File: config.mk
export PLATFORM = sky130hd
export DESIGN_NAME = coin_collector
export DESIGN_NICKNAME = d
export VERILOG_FILES = /design/src/rtl/vending_pkg.sv /design/src/rtl/coin_bank.sv /design/src/rtl/coin_collector.sv
export SDC_FILE = /design/constraint.sdc
export NUM_CORES = 1
export LEC_CHECK = 0
export CORE_MARGIN = 3
export CORE_UTILIZATION = 48
export CTS_CLUSTER_DIAMETER = 120
export DETAILED_ROUTE_END_ITERATION = 7
export GPL_TIMING_DRIVEN = 1
export MAX_ROUTING_LAYER = met4
export PLACE_DENSITY = 0.75
export SLEW_MARGIN = 20
export SYNTH_ARGS = -nofsm -noshare
export SYNTH_HDL_FRONTEND = slang
export SYNTH_HIERARCHICAL = 1
export SYNTH_SLANG_ARGS = --single-unit
File: constraint.sdc
create_clock -name clk -period 2.4 [get_ports clk]
set_input_delay 0.24 -clock clk [delete_from_list [all_inputs] [get_ports clk]]
set_output_delay 0.24 -clock clk [all_outputs]
set_load 0.02 [all_outputs]
File: src/rtl/vending_pkg.sv
// ---------------------------------------------------------------------------
// vending_pkg
// Definitions shared by the coin collector front end and the vending core:
//   - service state codes reported by the core (OFF/ON/BUSY)
//   - coin type codes and their NTD values
//   - item codes and item costs
//   - the collector state enum and the per-denomination count bundle
//   - credit_of(): weighted credit sum of a count bundle
// ---------------------------------------------------------------------------
package vending_pkg;

    // Core service state, as seen on service_type_in
    localparam logic [1:0] SVC_OFF  = 2'b00;
    localparam logic [1:0] SVC_ON   = 2'b01;
    localparam logic [1:0] SVC_BUSY = 2'b10;

    // Coin type codes
    localparam logic [1:0] COIN_NTD50 = 2'b00;
    localparam logic [1:0] COIN_NTD10 = 2'b01;
    localparam logic [1:0] COIN_NTD5  = 2'b10;
    localparam logic [1:0] COIN_NTD1  = 2'b11;

    // Coin values in NTD
    localparam logic [7:0] VAL_NTD50 = 8'd50;
    localparam logic [7:0] VAL_NTD10 = 8'd10;
    localparam logic [7:0] VAL_NTD5  = 8'd5;
    localparam logic [7:0] VAL_NTD1  = 8'd1;

    // Item codes
    localparam logic [1:0] ITEM_NONE = 2'b00;
    localparam logic [1:0] ITEM_A    = 2'b01;
    localparam logic [1:0] ITEM_B    = 2'b10;
    localparam logic [1:0] ITEM_C    = 2'b11;

    // Item costs in NTD (evaluated by the core)
    localparam logic [7:0] COST_A = 8'd8;
    localparam logic [7:0] COST_B = 8'd15;
    localparam logic [7:0] COST_C = 8'd22;

    // Saturation limit per denomination: the core's coin inputs are 2 bits
    localparam logic [1:0] MAX_PER_COIN = 2'd3;

    // Collector FSM states
    typedef enum logic [2:0] {
        ST_IDLE      = 3'd0,
        ST_COLLECT   = 3'd1,
        ST_ISSUE     = 3'd2,
        ST_WAIT_BUSY = 3'd3,
        ST_WAIT_DONE = 3'd4
    } collector_state_t;

    // Held coin counts, one 2-bit count per denomination
    typedef struct packed {
        logic [1:0] n50;
        logic [1:0] n10;
        logic [1:0] n5;
        logic [1:0] n1;
    } coin_counts_t;

    // Weighted credit of a count bundle; counts are zero-extended to 8 bits
    // before weighting. Maximum 3*(50+10+5+1) = 198 fits in 8 bits.
    function automatic logic [7:0] credit_of(input coin_counts_t c);
        logic [7:0] sum_v;
        sum_v = ({6'd0, c.n50} * VAL_NTD50)
              + ({6'd0, c.n10} * VAL_NTD10)
              + ({6'd0, c.n5}  * VAL_NTD5)
              + ({6'd0, c.n1}  * VAL_NTD1);
        return sum_v;
    endfunction

endpackage

File: src/rtl/coin_bank.sv
// ---------------------------------------------------------------------------
// coin_bank
// Four saturating 2-bit coin counters plus the registered credit adder.
// Ports:
//   clk, reset     clock, asynchronous active-high reset
//   inc            count the coin selected by coin_type (already accepted)
//   coin_type      denomination of the incoming coin
//   clear          zero all counters (refund or issue)
//   credit_en      credit_value follows the counts; 0 otherwise
//   counts         current held counts
//   saturated      the denomination selected by coin_type is full
//   credit_value   registered weighted credit of the counts
// ---------------------------------------------------------------------------
module coin_bank
    import vending_pkg::*;
(
    input  logic         clk,
    input  logic         reset,
    input  logic         inc,
    input  logic [1:0]   coin_type,
    input  logic         clear,
    input  logic         credit_en,
    output coin_counts_t counts,
    output logic         saturated,
    output logic [7:0]   credit_value
);

    coin_counts_t counts_r;
    logic [7:0]   credit_r;

    // Saturating increment of one 2-bit count
    function automatic logic [1:0] sat_inc(input logic [1:0] n);
        logic [1:0] r_v;
        if (n == MAX_PER_COIN) begin
            r_v = n;
        end else begin
            r_v = n + 2'd1;
        end
        return r_v;
    endfunction

    // Per-denomination counters: clear wins over increment
    always_ff @(posedge clk or posedge reset) begin
        if (reset) begin
            counts_r <= '0;
        end else if (clear) begin
            counts_r <= '0;
        end else if (inc) begin
            case (coin_type)
                COIN_NTD50: counts_r.n50 <= sat_inc(counts_r.n50);
                COIN_NTD10: counts_r.n10 <= sat_inc(counts_r.n10);
                COIN_NTD5:  counts_r.n5  <= sat_inc(counts_r.n5);
                COIN_NTD1:  counts_r.n1  <= sat_inc(counts_r.n1);
                default:    counts_r     <= counts_r;
            endcase
        end else begin
            counts_r <= counts_r;
        end
    end

    // Saturation flag for the denomination currently on coin_type
    always_comb begin
        saturated = 1'b0;
        case (coin_type)
            COIN_NTD50: saturated = (counts_r.n50 == MAX_PER_COIN);
            COIN_NTD10: saturated = (counts_r.n10 == MAX_PER_COIN);
            COIN_NTD5:  saturated = (counts_r.n5  == MAX_PER_COIN);
            COIN_NTD1:  saturated = (counts_r.n1  == MAX_PER_COIN);
            default:    saturated = 1'b0;
        endcase
    end

    // Credit register: lags the counts by one cycle, forced to 0 when disabled
    always_ff @(posedge clk or posedge reset) begin
        if (reset) begin
            credit_r <= 8'd0;
        end else if (credit_en) begin
            credit_r <= credit_of(counts_r);
        end else begin
            credit_r <= 8'd0;
        end
    end

    assign counts       = counts_r;
    assign credit_value = credit_r;

endmodule

File: src/rtl/coin_collector.sv
// ---------------------------------------------------------------------------
// coin_collector
// Front end of the vending machine core. Collects coins, takes one item
// selection, presents a single-cycle purchase request to the core and waits
// for the core to finish. Cancel and inactivity timeout are refunded here,
// so the core never sees an abandoned transaction.
// Ports:
//   clk, reset                 clock, asynchronous active-high reset
//   coin_valid, coin_type      one coin inserted this cycle and its type
//   item_req_valid/_type       item button and selected item
//   cancel                     refund request
//   service_type_in            core service state (OFF/ON/BUSY)
//   coin_in_ntd_*              counts presented to the core (issue cycle only)
//   item_type_out              item presented to the core (issue cycle only)
//   coin_reject                pulse: last cycle's coin was returned
//   refund_valid, refund_ntd_* refund pulse and refunded counts
//   credit_value               weighted credit (COLLECT/ISSUE only)
//   busy                       transaction handed to / owned by the core
// Parameter:
//   TIMEOUT_CYCLES             idle COLLECT cycles before auto refund (1..255)
// ---------------------------------------------------------------------------
module coin_collector
    import vending_pkg::*;
#(
    parameter logic [7:0] TIMEOUT_CYCLES = 8'd255
)
(
    input  logic       clk,
    input  logic       reset,
    input  logic       coin_valid,
    input  logic [1:0] coin_type,
    input  logic       item_req_valid,
    input  logic [1:0] item_req_type,
    input  logic       cancel,
    input  logic [1:0] service_type_in,
    output logic [1:0] coin_in_ntd_50,
    output logic [1:0] coin_in_ntd_10,
    output logic [1:0] coin_in_ntd_5,
    output logic [1:0] coin_in_ntd_1,
    output logic [1:0] item_type_out,
    output logic       coin_reject,
    output logic       refund_valid,
    output logic [1:0] refund_ntd_50,
    output logic [1:0] refund_ntd_10,
    output logic [1:0] refund_ntd_5,
    output logic [1:0] refund_ntd_1,
    output logic [7:0] credit_value,
    output logic       busy
);

    collector_state_t state_r, state_s;
    logic [7:0]   timer_r, timer_s;
    logic [1:0]   item_r;
    coin_counts_t counts_s;
    logic         saturated_s;
    logic         accept_s, clear_s, refund_s, issue_s, latch_item_s;
    logic         credit_en_s, busy_s;

    coin_counts_t coin_in_r, refund_r;
    logic [1:0]   item_out_r;
    logic         reject_r, refund_valid_r, busy_r;

    coin_bank u_bank (
        .clk          (clk),
        .reset        (reset),
        .inc          (accept_s),
        .coin_type    (coin_type),
        .clear        (clear_s),
        .credit_en    (credit_en_s),
        .counts       (counts_s),
        .saturated    (saturated_s),
        .credit_value (credit_value)
    );

    // State, inactivity timer and latched item
    always_ff @(posedge clk or posedge reset) begin
        if (reset) begin
            state_r <= ST_IDLE;
            timer_r <= 8'd0;
            item_r  <= ITEM_NONE;
        end else begin
            state_r <= state_s;
            timer_r <= timer_s;
            if (latch_item_s) begin
                item_r <= item_req_type;
            end else if (issue_s) begin
                item_r <= ITEM_NONE;
            end else begin
                item_r <= item_r;
            end
        end
    end

    // Next state and per-cycle decisions; COLLECT resolves cancel, timeout,
    // item request and coin strictly in that priority order
    always_comb begin
        state_s      = state_r;
        timer_s      = 8'd0;
        accept_s     = 1'b0;
        clear_s      = 1'b0;
        refund_s     = 1'b0;
        issue_s      = 1'b0;
        latch_item_s = 1'b0;
        case (state_r)
            ST_IDLE: begin
                if (coin_valid && !saturated_s) begin
                    accept_s = 1'b1;
                    state_s  = ST_COLLECT;
                end else begin
                    state_s  = ST_IDLE;
                end
            end
            ST_COLLECT: begin
                timer_s = timer_r + 8'd1;
                if (cancel) begin
                    refund_s = 1'b1;
                    clear_s  = 1'b1;
                    state_s  = ST_IDLE;
                end else if (timer_r == (TIMEOUT_CYCLES - 8'd1)) begin
                    // this idle cycle brings the timer to TIMEOUT_CYCLES
                    refund_s = 1'b1;
                    clear_s  = 1'b1;
                    state_s  = ST_IDLE;
                end else if (item_req_valid && (item_req_type != ITEM_NONE)) begin
                    latch_item_s = 1'b1;
                    state_s      = ST_ISSUE;
                end else if (coin_valid && !saturated_s) begin
                    accept_s = 1'b1;
                    timer_s  = 8'd0;
                end else begin
                    state_s  = ST_COLLECT;
                end
            end
            ST_ISSUE: begin
                if (service_type_in == SVC_ON) begin
                    issue_s = 1'b1;
                    clear_s = 1'b1;
                    state_s = ST_WAIT_BUSY;
                end else begin
                    state_s = ST_ISSUE;
                end
            end
            ST_WAIT_BUSY: begin
                if (service_type_in == SVC_BUSY) begin
                    state_s = ST_WAIT_DONE;
                end else begin
                    state_s = ST_WAIT_BUSY;
                end
            end
            ST_WAIT_DONE: begin
                if (service_type_in == SVC_OFF) begin
                    state_s = ST_IDLE;
                end else begin
                    state_s = ST_WAIT_DONE;
                end
            end
            default: begin
                clear_s = 1'b1;
                state_s = ST_IDLE;
            end
        endcase
    end

    // Output qualifiers derived from current / next state
    always_comb begin
        credit_en_s = (state_r == ST_COLLECT) || (state_r == ST_ISSUE);
        busy_s      = (state_s == ST_ISSUE) || (state_s == ST_WAIT_BUSY)
                   || (state_s == ST_WAIT_DONE);
    end

    // Registered outputs: request, refund and reject are single-cycle pulses
    always_ff @(posedge clk or posedge reset) begin
        if (reset) begin
            coin_in_r      <= '0;
            item_out_r     <= ITEM_NONE;
            reject_r       <= 1'b0;
            refund_valid_r <= 1'b0;
            refund_r       <= '0;
            busy_r         <= 1'b0;
        end else begin
            coin_in_r      <= issue_s  ? counts_s : '0;
            item_out_r     <= issue_s  ? item_r   : ITEM_NONE;
            reject_r       <= coin_valid && !accept_s;
            refund_valid_r <= refund_s;
            refund_r       <= refund_s ? counts_s : '0;
            busy_r         <= busy_s;
        end
    end

    assign coin_in_ntd_50 = coin_in_r.n50;
    assign coin_in_ntd_10 = coin_in_r.n10;
    assign coin_in_ntd_5  = coin_in_r.n5;
    assign coin_in_ntd_1  = coin_in_r.n1;
    assign item_type_out  = item_out_r;
    assign coin_reject    = reject_r;
    assign refund_valid   = refund_valid_r;
    assign refund_ntd_50  = refund_r.n50;
    assign refund_ntd_10  = refund_r.n10;
    assign refund_ntd_5   = refund_r.n5;
    assign refund_ntd_1   = refund_r.n1;
    assign busy           = busy_r;

endmodule
==> flow_summary.yaml <==
floorplan:
  dieArea_sq_um: 6170
  chipHeight_um: 78.5
  floorplan.initialDensity_pct: 51.4
  die_width_um: 78.5
  core_region_area_sq_um: 4910
  io_pins: 40
  placementRows: 25
drt:
  final_antenna_net_count: 0
  routed_via_count: 1741
  drcViolationCount: 0
  routed_length_per_placed_instance_um: 14.8
  route.final.wire_length_mm: 5.16
  drt_first_pass_iters: 4
  post_drt_via_cell_ratio: 4.99
  drtIter0Drc: 97
setup_path:
  critical_path.startpoint_type: "flip-flop"
  arrival_ns: 2.55
  worst-setup-path-type: "reg -> reg"
  worst_ep_required_time_ns: 2.62
  worstPathMaxFanout: 4
  worstSetupStartpoint: "u_bank/counts[3]$_DFFE_PP0P_"
  regToRegStartpoint: "u_bank/counts[3]$_DFFE_PP0P_"
  worst_setup_path_end_kind: "flip-flop"
  worstRegToRegCells: 9
timing:
  post_route_clock_period_utilization_pct: 96.9
  final.setup_skew_ns: 0.00340
  finalWorstPathRequiredPeriod_ns: 2.33
  report.final.hold_viol_count: 0
  final_slew_viol_count: 0
  timing.max_slew.rel_slack_pct: 55.5
  clock.fmax_ghz: 0.430
  finalWorstSetupSlack_ns: 0.0737
  tightest_slew_ns: 0.667
  setup-violations-final: 0
placement:
  dp.final_hpwl_mm: 3.68
  globalplace.congestion: 0.833
  buffers_on_ports: 39
  pre_cts_slack_ns: -0.0426
clocking:
  clock_latency_on_the_worst_skew_pair_ns: 0.30
  cts_made_buffers: 5
  cts.reportedPaths.clkPinSlew_ns: 0.09
  clock_root_buffer_master: "sky130_fd_sc_hd__clkbuf_8"
  clock_tree.buffer_depth: 2
  clock_tree.htree_level_count: 2
  tritoncts: "built"
  tritoncts_num_sinks: 50
global_route:
  first_pass_grt_wire_length_mm: 8.69
  global_route.overflow_total: 0
  gr-usage-all-layers_pct: 18.7
  maximum_number_of_pins_on_one_net_before_global_route_repair: 35
  initial_antenna_violation_count: 0
  vias_in_the_first_global_route: 1852
outcome:
  status: "finished, final reports clean"
final_layout:
  post_route_cells_drive_above_1_share_pct: 18.4
  area_growth_syn_to_layout_pct: 28.9
  finish.net_count: 312
  diodes: 0
  final_core_utilization_pct: 66.3
  final.fill_count: 408
synthesis:
  ys_types: 43
  synth_area_leader: "sky130_fd_sc_hd__dfrtp_1"
  yosysTopAreaCellShare_pct: 49.5
  ys_seq_elements: 50
  synth_edf_count: 0
  syn-num-nets: 250
  syn_avg_cell_area_sq_um: 11.5
  synth.yosys.seq_area_share_pct: 49.5
  synth_area_sq_um: 2530
  synth-main-ff-cell: "sky130_fd_sc_hd__dfrtp_1"
  synth-async-reset-ratio_pct: 100
  yosys_warnings: 6
  synth_cells: 219
  dominant_cells_by_area_after_synthesis: "sky130_fd_sc_hd__dfrtp_1, sky130_fd_sc_hd__ha_1, sky130_fd_sc_hd__and2_1"
pwr:
  vdd_ir_drop_max_mv: 0.599
  power_per_cell_area_nw_per_um2: 956
  total_leakage_power_nw: 1.60
  totalPowerFinal_mw: 3.11
hold_path:
  timing.hold.worst.class: "in -> async"
flow_run:
  cap_violations: 0
cell usage after synthesis, types with 3 or more instances:
master	count
sky130_fd_sc_hd__dfrtp_1	50
sky130_fd_sc_hd__and2_1	25
sky130_fd_sc_hd__nor2_1	22
sky130_fd_sc_hd__inv_1	18
sky130_fd_sc_hd__ha_1	17
sky130_fd_sc_hd__xnor2_1	9
sky130_fd_sc_hd__o21ai_0	7
sky130_fd_sc_hd__nand2_1	6
sky130_fd_sc_hd__xor2_1	6
sky130_fd_sc_hd__mux2i_1	5
sky130_fd_sc_hd__a21oi_1	4
sky130_fd_sc_hd__nand2b_1	4
sky130_fd_sc_hd__nand3_1	4
sky130_fd_sc_hd__fa_1	3
sky130_fd_sc_hd__nand3b_1	3
sky130_fd_sc_hd__o211ai_1	3
final timing paths:
path | endpoint | slack, ns
worst max-delay path | u_bank/credit_value[7]$_DFF_PP0_ | 0.07
worst min-delay path | refund_ntd_50[1]$_DFF_PP0_ | 0.36
worst max register to register | u_bank/credit_value[7]$_DFF_PP0_ | 0.07
worst min register to register | timer_r[0]$_DFF_PP0_ | 0.49
max in group asynchronous | u_bank/counts[3]$_DFFE_PP0P_ | 1.57
min in group clk | timer_r[0]$_DFF_PP0_ | 0.49
sequential cells by signal, summed over array words and instances (netlist names):
name	flops
timer_r	8
u_bank/counts	8
u_bank/credit_value	8
state_r	3
coin_in_ntd_10	2
coin_in_ntd_1	2
coin_in_ntd_50	2
coin_in_ntd_5	2
item_r	2
item_type_out	2
refund_ntd_10	2
refund_ntd_1	2
refund_ntd_50	2
refund_ntd_5	2
busy	1
coin_reject	1
refund_valid	1
worst max-delay path, stage by stage, from the launching register on:
cell and delay, ns:
sky130_fd_sc_hd__dfrtp_2 0.44, sky130_fd_sc_hd__ha_1 0.29, sky130_fd_sc_hd__inv_1 0.05, sky130_fd_sc_hd__fa_1 0.50, sky130_fd_sc_hd__inv_2 0.05, sky130_fd_sc_hd__ha_1 0.28, sky130_fd_sc_hd__nand4b_1 0.11, sky130_fd_sc_hd__a21boi_1 0.08
sky130_fd_sc_hd__o21ai_1 0.20, sky130_fd_sc_hd__mux2i_1 0.24
layout make-up:
| cell class | count | area, sq um | area share, % |
|---|---|---|---|
| clock buffers | 7 | 86.3 | 2.65 |
| clock inverters | 1 | 5.00 | 0.154 |
| inverters | 18 | 67.6 | 2.08 |
| multi-input cells | 147 | 1220 | 37.5 |
| flip-flops and latches | 50 | 1250 | 38.5 |
| well taps | 67 | 83.8 | 2.57 |
| repair buffers | 59 | 541 | 16.6 |
cells by family after synthesis:
| kind of cell | share of synthesized area (%) |
|---|---|
| AND/OR/NAND/NOR | 19.8 |
| flip-flops | 49.5 |
| AO/OA/AOI/OAI | 7.53 |
| buffers and inverters | 3.86 |
| adder cells (fa/ha/maj) | 11.2 |
| XOR/XNOR | 5.20 |
| multiplexers | 2.87 |
timing repair:
| item | in CTS | in global routing |
|---|---|---|
| hold buffers | 0 | 0 |
| pin swaps | 1 | 11 |
| resized for setup | 2 | 11 |
| endpoints found under the setup margin | 1 | 10 |
| buffers inserted | 0 | 2 |
placed cells by master, fill, tap and decap left out, types with 9 or more instances in the layout:
| cell | count |
|---|---|
| sky130_fd_sc_hd__xnor2_1 | 9 |
| sky130_fd_sc_hd__ha_1 | 15 |
| sky130_fd_sc_hd__inv_1 | 16 |
| sky130_fd_sc_hd__and2_1 | 25 |
| sky130_fd_sc_hd__dfrtp_1 | 49 |
| sky130_fd_sc_hd__clkdlybuf4s50_1 | 39 |
| sky130_fd_sc_hd__nor2_1 | 21 |
| sky130_fd_sc_hd__buf_4 | 20 |
where the power goes:
part / switching [mW] / internal, mW / total (mW)
sequential: 0.110 / 1.00 / 1.11
clock: 0.271 / 0.233 / 0.504
combinational: 0.780 / 0.716 / 1.50
total: 1.16 / 1.95 / 3.11
through the flow:
step / setup TNS, ns / instances / area (sq um) / hold slack, ns
finish: 0 / 349 / 3260 / 0.363
detailed placement: -0.0768 / 339 / 3110 / 0.484
global route: -0.0121 / 349 / 3260 / 0.428
CTS: 0 / 347 / 3200 / 0.383
global placement: 0 / 339 / 3110 / 0.471
floorplan: 0 / 219 / 2530 / 0.154
layer usage:
layer	vias up	GRT usage, %	wire length, um
met1	858	22.9	2250
met5	-	-	0
met2	26	30.3	2640
met3	9	4.82	179
li1	848	-	-
met4	0	5.94	99
No activity file was read; power rests on OpenSTA's default activity.
